File: src/rtl/vedic_mul_seq_8x8_if.sv
// Handshake/operand bundle for the sequential 8x8 Vedic multiplier.
// master: operand source + result consumer; slave: the multiplier.
interface vedic_mul_seq_8x8_if;
    logic        in_valid;
    logic        in_ready;
    logic [7:0]  a;
    logic [7:0]  b;
    logic        out_valid;
    logic        out_ready;
    logic [15:0] p;
    logic        busy;

    modport master (
        output in_valid, a, b, out_ready,
        input  in_ready, out_valid, p, busy
    );

    modport slave (
        input  in_valid, a, b, out_ready,
        output in_ready, out_valid, p, busy
    );
endinterface

File: src/rtl/vedic_mul_seq_8x8.sv
// Unsigned 8x8 multiplier that time-shares one 4x4 Vedic multiplier over
// four nibble-pair steps, with valid/ready handshakes on operands and result.

// 2x2 Vedic (Urdhva Tiryagbhyam) cell.
module vedic_2_x_2 (
    input  logic [1:0] a,
    input  logic [1:0] b,
    output logic [3:0] q
);
    logic t1, t2, t3, c1;

    assign t1   = a[1] & b[0];
    assign t2   = a[0] & b[1];
    assign t3   = a[1] & b[1];
    assign c1   = t1 & t2;
    assign q[0] = a[0] & b[0];
    assign q[1] = t1 ^ t2;
    assign q[2] = t3 ^ c1;
    assign q[3] = t3 & c1;
endmodule

// 4x4 Vedic multiplier built from four 2x2 cells.
module vedic_4_x_4 (
    input  logic [3:0] a,
    input  logic [3:0] b,
    output logic [7:0] q
);
    logic [3:0] q0, q1, q2, q3;

    vedic_2_x_2 u_ll (.a(a[1:0]), .b(b[1:0]), .q(q0));
    vedic_2_x_2 u_hl (.a(a[3:2]), .b(b[1:0]), .q(q1));
    vedic_2_x_2 u_lh (.a(a[1:0]), .b(b[3:2]), .q(q2));
    vedic_2_x_2 u_hh (.a(a[3:2]), .b(b[3:2]), .q(q3));

    assign q = {4'b0000, q0}
             + {2'b00, q1, 2'b00}
             + {2'b00, q2, 2'b00}
             + {q3, 4'b0000};
endmodule

module vedic_mul_seq_8x8 #(
    parameter int BYPASS_ZERO = 1
) (
    input  logic                  clk,
    input  logic                  rst_n,
    vedic_mul_seq_8x8_if.slave    bus
);
    typedef enum logic [1:0] {
        IDLE = 2'd0,
        MUL  = 2'd1,
        DONE = 2'd2
    } state_t;

    state_t      state, state_nxt;
    logic [1:0]  step;
    logic [7:0]  a_r, b_r;
    logic [15:0] acc;
    logic [15:0] p_r;

    logic [3:0]  mul_a, mul_b;
    logic [7:0]  pp8;
    logic [15:0] pp_shift;
    logic [15:0] acc_sum;
    logic        accept;
    logic        bypass_hit;

    assign accept     = (state == IDLE) && bus.in_valid;
    assign bypass_hit = (BYPASS_ZERO != 0) && ((bus.a == 8'h00) || (bus.b == 8'h00));

    // Select the nibble pair and shift amount for the current step.
    always_comb begin
        mul_a    = a_r[3:0];
        mul_b    = b_r[3:0];
        pp_shift = '0;
        case (step)
            2'd0: begin
                mul_a    = a_r[3:0];
                mul_b    = b_r[3:0];
                pp_shift = {8'h00, pp8};
            end
            2'd1: begin
                mul_a    = a_r[7:4];
                mul_b    = b_r[3:0];
                pp_shift = {4'h0, pp8, 4'h0};
            end
            2'd2: begin
                mul_a    = a_r[3:0];
                mul_b    = b_r[7:4];
                pp_shift = {4'h0, pp8, 4'h0};
            end
            default: begin
                mul_a    = a_r[7:4];
                mul_b    = b_r[7:4];
                pp_shift = {pp8, 8'h00};
            end
        endcase
    end

    vedic_4_x_4 u_mul (.a(mul_a), .b(mul_b), .q(pp8));

    assign acc_sum = acc + pp_shift;

    // State register.
    always_ff @(posedge clk or negedge rst_n) begin
        if (!rst_n) begin
            state <= IDLE;
        end else begin
            state <= state_nxt;
        end
    end

    // Next-state logic.
    always_comb begin
        state_nxt = state;
        case (state)
            IDLE: begin
                if (bus.in_valid) begin
                    state_nxt = bypass_hit ? DONE : MUL;
                end
            end
            MUL: begin
                if (step == 2'd3) begin
                    state_nxt = DONE;
                end
            end
            DONE: begin
                if (bus.out_ready) begin
                    state_nxt = IDLE;
                end
            end
            default: state_nxt = IDLE;
        endcase
    end

    // Operand latch, partial-product accumulation and result register.
    always_ff @(posedge clk or negedge rst_n) begin
        if (!rst_n) begin
            step <= '0;
            a_r  <= '0;
            b_r  <= '0;
            acc  <= '0;
            p_r  <= '0;
        end else begin
            if (accept) begin
                a_r  <= bus.a;
                b_r  <= bus.b;
                acc  <= '0;
                step <= '0;
                if (bypass_hit) begin
                    p_r <= '0;
                end
            end else if (state == MUL) begin
                acc  <= acc_sum;
                step <= step + 2'd1;
                if (step == 2'd3) begin
                    p_r <= acc_sum;
                end
            end
        end
    end

    assign bus.in_ready  = (state == IDLE);
    assign bus.out_valid = (state == DONE);
    assign bus.busy      = (state != IDLE);
    assign bus.p         = p_r;
endmodule

File: src/flat_wrapper.sv
// flat-port wrapper written by rule: the top's interface ports become plain ports
module vedic_mul_seq_8x8_flat 
#(
    parameter int BYPASS_ZERO = 1
)
  (clk, rst_n, bus_in_valid, bus_a, bus_b, bus_out_ready, bus_in_ready, bus_out_valid, bus_p, bus_busy);
  vedic_mul_seq_8x8_if bus_i ();
  input  logic clk;
  input  logic rst_n;
  input wire logic [$bits(bus_i.in_valid)-1:0] bus_in_valid;
  input wire logic [$bits(bus_i.a)-1:0] bus_a;
  input wire logic [$bits(bus_i.b)-1:0] bus_b;
  input wire logic [$bits(bus_i.out_ready)-1:0] bus_out_ready;
  output wire logic [$bits(bus_i.in_ready)-1:0] bus_in_ready;
  output wire logic [$bits(bus_i.out_valid)-1:0] bus_out_valid;
  output wire logic [$bits(bus_i.p)-1:0] bus_p;
  output wire logic [$bits(bus_i.busy)-1:0] bus_busy;
  assign bus_i.in_valid = bus_in_valid;
  assign bus_i.a = bus_a;
  assign bus_i.b = bus_b;
  assign bus_i.out_ready = bus_out_ready;
  assign bus_in_ready = bus_i.in_ready;
  assign bus_out_valid = bus_i.out_valid;
  assign bus_p = bus_i.p;
  assign bus_busy = bus_i.busy;
  vedic_mul_seq_8x8 #(.BYPASS_ZERO(BYPASS_ZERO)) u_core (.clk(clk), .rst_n(rst_n), .bus(bus_i));
endmodule
File: config.mk
export PLATFORM = sky130hd
export DESIGN_NAME = vedic_mul_seq_8x8_flat
export DESIGN_NICKNAME = d
export VERILOG_FILES = /design/src/rtl/vedic_mul_seq_8x8_if.sv /design/src/rtl/vedic_mul_seq_8x8.sv /design/src/flat_wrapper.sv
export SDC_FILE = /design/constraint.sdc
export NUM_CORES = 1
export LEC_CHECK = 0
export CAP_MARGIN = 15
export CORE_ASPECT_RATIO = 0.8
export CORE_MARGIN = 2
export CORE_UTILIZATION = 35
export DETAILED_ROUTE_END_ITERATION = 12
export DONT_BUFFER_PORTS = 1
export GPL_TIMING_DRIVEN = 0
export HOLD_SLACK_MARGIN = 0.1
export SLEW_MARGIN = 40
export SYNTH_ARGS = -nofsm -noshare
export SYNTH_HDL_FRONTEND = slang
export SYNTH_SLANG_ARGS = --single-unit
export TNS_END_PERCENT = 100
File: constraint.sdc
create_clock -name clk -period 7.45 [get_ports clk]
set_clock_uncertainty 0.15 [all_clocks]
set_input_delay 0.745 -clock clk [delete_from_list [all_inputs] [get_ports clk]]
set_output_delay 0.745 -clock clk [all_outputs]
set_load 0.03 [all_outputs]
# After elaboration in Yosys (flattened, before gate mapping)
# Cells that the tools add are included.
[op_classes]
n_addsub = 5
mul = 0
n_div = 0
order_cmp = 0
eq_ne = 9
shifts = 0
mux = 16
bitwise_logic = 32
n_reduce_logical = 14
[ops]
columns = ["op", "count"]
rows = [
  ["16-bit two-way mux", 6],
  ["16-bit case mux with 2 select lines", 1],
  ["1-bit AND", 24],
  ["16-bit adder", 1],
  ["8-bit zero test", 2],
  ["2-bit two-way mux", 6],
  ["7-bit by 6-bit adder with 8-bit output", 1],
  ["8-bit adder", 1],
  ["4-bit two-way mux", 2],
  ["1-bit XOR", 8],
  ["4-bit by 6-bit adder with 7-bit output", 1],
  ["2-bit equality test (second input constant)", 3],
  ["2-bit != test (second input constant)", 3],
  ["2-bit case mux with 3 select lines", 1],
  ["3-bit AND reduction", 2],
  ["2-bit nonzero test", 3],
  ["2-bit OR reduction", 3],
  ["2-bit by 1-bit equality test with 1-bit output (second input constant)", 2],
  ["2-bit zero test", 2],
  ["2-bit by 1-bit adder with 2-bit output (second input constant)", 1],
  ["2-bit by 1-bit != test with 1-bit output (second input constant)", 1],
  ["1-bit logical AND", 1],
  ["1-bit logical OR", 1],
]
[totals]
ff_bits = 52
latchBits = 0
ram_bits = 0
mem_bits_ro = 0
elab_cells = 82
mem_count = 0

# Depth between registers and ports, before layout
# Gate-level depths: netlist of run 1.
[logic_depth]
ltp_word = 14
ltp_mapped = 25
ltp_nobuf = 25

# Cells and area by module
# From an unflattened synthesis of run 1, not the netlist that was laid out.
[hier_totals]
cells_unflattened = 406
hier_area_um2 = 3515.9
[modules_own_cells]
columns = ["module", "n_inst", "cells_each", "area_per_inst_um2"]
rows = [
  ["vedic_mul_seq_8x8", 1, 355, 3066.7],
  ["vedic_4_x_4", 1, 27, 249.0],
  ["vedic_2_x_2", 4, 6, 50.0],
]

# Least setup slack after synthesis of run 1
# Ideal clock, no wire load.
[synth_path]
path_kind = "reg-to-reg"
startpoint = "register u_core.step[0]"
endpoint = "register u_core.acc[14]"
setup_ns = 0.135
arrival_ns = 5.336
path_slack_ns = 1.829
stages_incl_launch_ff = 26
n_path_buf = 0
cell_sequence = "dfrtp_1 inv_1 ha_1 nor2_1 mux2i_1 nor2_1 ha_1 ha_1 inv_1 fa_1 inv_1 ha_1 inv_1 fa_1 nand2b_1 a21oi_1 xor2_1 a22oi_1 nor2_1 ha_1 a21oi_1 o21ai_1 or4b_2 a41oi_2 xor2_1 o21ai_0"
[synth_between]
elab_chain_cells = 13
[synth_rtl]
columns = ["item", "line", "rtl"]
rows = [
  ["from (decl)", "vedic_mul_seq_8x8.sv:55", "logic [1:0] step;"],
  ["from (signal assigned)", "vedic_mul_seq_8x8.sv:154", "step <= step + 2'd1;"],
  ["2-bit equality test (tied with other cells)", "vedic_mul_seq_8x8.sv:75", "case (step)"],
  ["2-bit OR reduction (no line)", "-", ""],
  ["4-bit two-way mux", "vedic_mul_seq_8x8.sv:75", ""],
  ["1-bit AND (on tied branches)", "vedic_mul_seq_8x8.sv:12, vedic_mul_seq_8x8.sv:13", ""],
  ["1-bit AND", "vedic_mul_seq_8x8.sv:15", "assign c1 = t1 & t2;"],
  ["1-bit XOR / 1-bit AND (equally long branches)", "vedic_mul_seq_8x8.sv:18, vedic_mul_seq_8x8.sv:19", ""],
  ["4-bit by 6-bit adder with 7-bit output", "vedic_mul_seq_8x8.sv:36", "+ {2'b00, q1, 2'b00}"],
  ["7-bit by 6-bit adder with 8-bit output", "vedic_mul_seq_8x8.sv:37", "+ {2'b00, q2, 2'b00}"],
  ["8-bit adder", "vedic_mul_seq_8x8.sv:38", "+ {q3, 4'b0000};"],
  ["16-bit case mux with 2 select lines (*)", "vedic_mul_seq_8x8.sv:75", ""],
  ["16-bit adder (*)", "vedic_mul_seq_8x8.sv:101", "assign acc_sum = acc + pp_shift;"],
  ["16-bit two-way mux (*)", "vedic_mul_seq_8x8.sv:152", "end else if (state == MUL) begin"],
  ["16-bit two-way mux (*)", "vedic_mul_seq_8x8.sv:144", "if (accept) begin"],
  ["to (signal assigned)", "vedic_mul_seq_8x8.sv:153", "acc <= acc_sum;"],
  ["to (decl)", "vedic_mul_seq_8x8.sv:57", "logic [15:0] acc;"],
]
# Every way passes the cells marked *; elsewhere a longest branch is shown, timed or not. The select of a mux whose other input is x is not followed.
# A chain may end at the register's enable or synchronous reset.

# Worst setup path after layout of run 1
# Ends and elaborated chain as after synthesis.

==> impl_metrics.ini, run 1 <==
[outcome]
outcome = complete, no violations

[yosys]
synthMuxAreaShare_pct = 2.821
syn_nets = 472
synthArstFlopShare_pct = 100.0
synth_top_family_by_area = simple AND/OR/NAND/NOR gates
yosys_warnings = 0
synth_edf_count = 0
synth_cell_types = 49
ys_seq_elements = 52
yosysTopAreaCell = dfrtp_1
syn-mean-instance-area_um2 = 8.571
synthSimpleGateAreaFrac_pct = 22.00
ys_top_cells_by_area = dfrtp_1 (37%), ha_1 (11%), nand2_1 (9.4%)
synthAdderAreaFrac_pct = 14.67
synth-main-ff-cell = dfrtp_1
synthesis.area_mm2 = 0.003548
ys_seq_area_share_pct = 36.67
synth_compound_area_share_pct = 15.97
synth_cells = 414
synth_top_area_share_pct = 36.67
synth-xor-area-share_pct = 3.702

[floorplanning]
die_y_um = 94.06
core_area_mm2 = 0.009769
pin_count = 39
placementRows = 32
die_w_um = 116.6
die_area_mm2 = 0.01097
initial_core_util_pct = 36.32

[clock_tree]
numCtsBuffers = 5
clk_latency_ps = 300
clock_tree.buffer_depth = 2
clkTransAtPathRegs_ps = 70
postCtsSetupBuffers = 0
clock_sinks = 52
cts_resized = 0
cts_tree = done
root_buffer = clkbuf_16
htree_levels = 2

[grt]
grt_max_degree = 53
antenna_found_initial = 0
groute.usage.overall_pct = 17.42
first_global_vias = 2920
grt_pass1_wl_um = 14800
grt_overflow_total = 0

[final_layout]
drive_gt1_share_pct = 4.965
area_growth_pct = 10.58
diodes = 0
nets = 480
stdcell_area_mm2 = 0.003924
layout_commonest_cell = nand2_1
layout.cells.non_filler = 559
final_cell_mix = nand2_1 (89), dfrtp_1 (52), nor2_1 (34)

[setup_path]
start_kind = flip-flop
crit_fanout = 6
endpoint_kind = flip-flop
crit_type = reg2reg
required_ps = 7460
crit_arrival_ps = 6620

[placed_design]
io_buffer_count = 0
dp.cells = 550
place_congestion = 0.9282
hpwl_um = 6729
dp_slack_ps = 964.9
dpl-instance-area_mm2 = 0.003719

[route]
via_count = 2947
wl_per_cell_um = 15.79
drt-total-wl_um = 8826
vias_per_cell = 5.272
route.detailed.drc = 0
drtAntennaViolNets = 0
first_pass_iters = 4
initialDrtViolationCount = 181

[timing]
setup_violations = 0
fmax_mhz = 151.3
period_share_pct = 88.74
hold_viol = 0
worst_pin_slew_ps = 680.8
slew_headroom_pct = 54.45
maxSlewViolCount = 0
setup_tns_ps = 0
rsz0062_at_grt = no
timing.final.ws_setup_ps = 838.5
min_period_ps = 6611

[run]
drv_cap = 0

[worst_hold_path]
worstHoldPathType = in2async
==> registers in the layout, summed over array words and instances (netlist names) <==
name and flops:
u_core.state 2, u_core.a_r 8, u_core.acc 16, u_core.b_r 8, u_core.bus.p 16, u_core.step 2
==> cell usage after synthesis (5+ instances only) <==
library cell	count
a21o_1	5
a21oi_1	22
a22o_1	5
clkbuf_1	13
dfrtp_1	52
fa_1	6
ha_1	32
inv_1	23
mux2i_1	10
nand2_1	89
nand2b_1	7
nand3_1	10
nor2_1	34
o21ai_0	25
o31ai_1	5
xnor2_1	11
==> routing by layer <==
metal | vias up | track usage (%) | routed length, µm
li1 | 1437 | - | -
met1 | 1425 | 25.89 | 4428
met2 | 78 | 25.19 | 3711
met3 | 7 | 4.645 | 616
met4 | 0 | 3.824 | 69
met5 | - | 0 | 0
==> final cells by class <==
type                       instances  area, µm²
tap                              136      170.2
multi-input combinational        323       2100
sequential                        52       1301
buffer                            16      61.31
inverter                          23      86.33
fill                            1028       5846
clock buffer                       6      138.9
clock inverter                     2      38.79
timing repair buffer               1      27.53
==> logic make-up (layout without fill, tap and decap cells) <==
logic type	count (synthesis)	after routing
adders and majority gates	38	38
buffers and inverters	39	48
xor gates and xnor gates	15	15
AOI/OAI and AO/OA	87	87
and+or+nand+nor	173	173
DFF	52	52
muxes	10	10
==> worst paths after layout <==
path / start / end / slack [ps] / cells past startpoint
worst max register to register: u_core.step[0] / u_core.acc[14] / 840 / 24
min in group clk: u_core.a_r[4] / u_core.a_r[4] / 330 / 2
worst max-delay path: u_core.step[0] / u_core.acc[14] / 840 / 24
worst min register to register: u_core.a_r[4] / u_core.a_r[4] / 330 / 2
worst min-delay path: rst_n / u_core.bus.p[10] / 130 / 1
max in group asynchronous: rst_n / u_core.a_r[6] / 6760 / 1
==> worst max-delay path, cell delays in order, from the launching register on <==
cell      delay, ps
dfrtp_1         420
inv_1           110
ha_1            260
nor2_1          360
mux2i_1         540
nor2_1          110
ha_1            220
ha_1            270
inv_1            50
fa_1            410
inv_1            70
ha_1            170
inv_1            60
fa_1            400
nand2b_1        210
a21oi_1         260
xor2_1          250
nand2_1          80
o21ai_0         340
ha_1            380
a21o_1          220
or4b_2          630
a41oi_2         210
xor2_1          200
o21ai_0          90
==> through the flow <==
stage,hold WS (ps),util (%)
after detailed placement,300.8,38.06
after floorplan,295.0,-
final,133.8,40.16
after CTS,164.8,40.16
after global placement,300.8,38.06
after global routing,154.5,40.16
==> timing repair <==
| action | 4_1_cts | 5_1_grt |
|---|---|---|
| endpoints found under the hold margin | 52 | 0 |
| hold buffers | 1 | 0 |
| endpoints found under the setup margin | 0 | 0 |
Power of run 1 is not shown: default switching activity piles up to over one toggle a cycle in this logic, so the estimate is an artifact.
==> inputs of run 2 (changes only) <==
--- a/config.mk
+++ b/config.mk
@@ -11,8 +11,10 @@
 export CORE_UTILIZATION = 35
 export DETAILED_ROUTE_END_ITERATION = 12
 export DONT_BUFFER_PORTS = 1
+export GPL_ROUTABILITY_DRIVEN = 0
 export GPL_TIMING_DRIVEN = 0
 export HOLD_SLACK_MARGIN = 0.1
+export RECOVER_POWER = 50
 export SLEW_MARGIN = 40
 export SYNTH_ARGS = -nofsm -noshare
 export SYNTH_HDL_FRONTEND = slang
==> constraint.sdc (replaced) <==
create_clock -name clk -period 7.45 [get_ports clk]
set_clock_uncertainty 0.15 [all_clocks]
set_input_delay 0.745 -clock clk [delete_from_list [all_inputs] [get_ports clk]]
set_output_delay 0.745 -clock clk [all_outputs]
set_load 0.02 [all_outputs]
==> run 2 against run 1 <==
  * Routed wire length down 1.6%
  * Utilization fell by 0.60 points
  * First-iteration DRC count up 2.8%
  * The flow now finishes with violations (max-capacitance violations, max-slew violations)
==> impl_metrics.ini, run 2 (same netlist as run 1, synthesis figures left out) <==
[final_layout]
nets = 480
layout_commonest_cell = nand2_1
ff_latch_area_mm2 = 0.001301
fill_cells = 1028
area_growth_pct = 8.921
layout.cells.non_filler = 559
final_cell_mix = nand2_1 (89), dfrtp_1 (52), nor2_1 (34)
stdcell_area_mm2 = 0.003865
drive_gt1_share_pct = 4.492
final_util_pct = 39.56
diodes = 0
multiInputGateArea_mm2 = 0.002100

[clock_tree]
numCtsBuffers = 5
clk_latency_ps = 300
cts_tree = done
root_buffer = clkbuf_16
htree_levels = 2
clock_tree.buffer_depth = 2
clkTransAtPathRegs_ps = 70
postCtsSetupBuffers = 0
clock_sinks = 52

[grt]
grt_overflow_total = 0
grt_max_degree = 53
first_global_vias = 2799
grt_pass1_wl_um = 14170
groute.usage.overall_pct = 16.94
antenna_found_initial = 0

[floorplanning]
initial_core_util_pct = 36.32
core_area_mm2 = 0.009769
die_y_um = 94.06
pin_count = 39
die_area_mm2 = 0.01097
die_w_um = 116.6
placementRows = 32

[setup_path]
crit_fanout = 6
endpoint_kind = flip-flop
crit_arrival_ps = 6610
start_kind = flip-flop
required_ps = 7460
critPathMaxStageDelay_ps = 640
cpMostUsedCell = ha_1
crit_chain = inv_1 -> ha_1 -> nor2_1 -> mux2i_1 -> nor2_1 -> ha_1 -> ha_1 -> inv_1 -> fa_1 -> inv_1 -> ha_1 -> inv_1 -> fa_1 -> nand2b_1 -> a21oi_1 -> xor2_1 -> nand2_1 -> o21ai_0 -> ha_1 -> a21o_1 -> or4b_2 -> a41oi_2 -> xor2_1 -> o21ai_0
crit_slowest_cell = or4b_2
crit_type = reg2reg

[worst_hold_path]
worstHoldPathType = reg2reg

[timing]
setup_violations = 0
rsz0062_at_grt = no
min_period_ps = 6607
worst_pin_slew_ps = 2889
period_share_pct = 88.69
hold_viol = 0
fmax_mhz = 151.3
maxSlewViolCount = 53
setup_tns_ps = 0
slew_headroom_pct = -92.61

[route]
route.detailed.drc = 0
vias_per_cell = 5.240
initialDrtViolationCount = 186
via_count = 2929
drt-total-wl_um = 8683
drtAntennaViolNets = 0
wl_per_cell_um = 15.53
first_pass_iters = 4

[placed_design]
hpwl_um = 6658
dpl-instance-area_mm2 = 0.003719
io_buffer_count = 0
dp.cells = 550

[outcome]
violations = max-capacitance violations, max-slew violations
outcome = finished, violations left

[run]
drv_cap = 1
-- run 2: cell types whose count changed in the layout (fill, tap and decap cells not counted), sizes merged --
cell,change
buf,-1
bufinv,-1
clkbuf,+1
inv,+1
-- run 2: what timing repair did --
item | CTS | global route
setup endpoints to repair | 0 | 0
hold endpoints to repair | 52 | 0
resized for setup | 0 | 0
hold buffers | 1 | 0
-- run 2: layer usage --
metal,vias to the layer above,wire [µm],global-route usage [%]
met4,0,75,3.824
li1,1442,-,-
met1,1415,4529,26.05
met3,7,459,3.613
met2,65,3619,24.08
met5,-,0,0
-- run 2: layout make-up --
type                    count  area share, %
clock buffers               6          3.334
well taps                 136          4.403
flip-flops and latches     52          33.67
plain buffers              16          1.586
inverters                  23          2.234
clock inverters             2         0.3561
multi-input cells         323          54.32
repair buffers              1        0.09712
-- run 2: final timing paths --
path | startpoint | endpoint | slack, ps | cells past startpoint
max reg2reg | u_core.step[0] | u_core.acc[14] | 840 | 24
min reg2reg | u_core.a_r[2] | u_core.a_r[2] | 330 | 2
min | u_core.a_r[2] | u_core.a_r[2] | 330 | 2
min in group asynchronous | rst_n | u_core.bus.p[11] | 1210 | 1
max in group asynchronous | rst_n | u_core.a_r[5] | 4280 | 1
max | u_core.step[0] | u_core.acc[14] | 840 | 24
-- run 2: through the flow --
step	setup slack (ps)	hold slack, ps
after global routing	416.5	348.3
after detailed placement	881.7	300.7
after floorplan	1829	295.0
final	842.8	327.8
after global placement	926.4	300.7
after CTS	874.2	153.8
-- run 2: critical path, delay by kind of cell (launching register included) --
family / cells / cell delay, ps
adder cells (fa/ha/maj): 7 / 2090
AND/OR/NAND/NOR: 5 / 1400
AO/OA/AOI/OAI: 5 / 1130
multiplexers: 1 / 520
XOR/XNOR: 2 / 460
flip-flops: 1 / 420
buffers and inverters: 4 / 270
Power of run 2 is left out for the same reason.
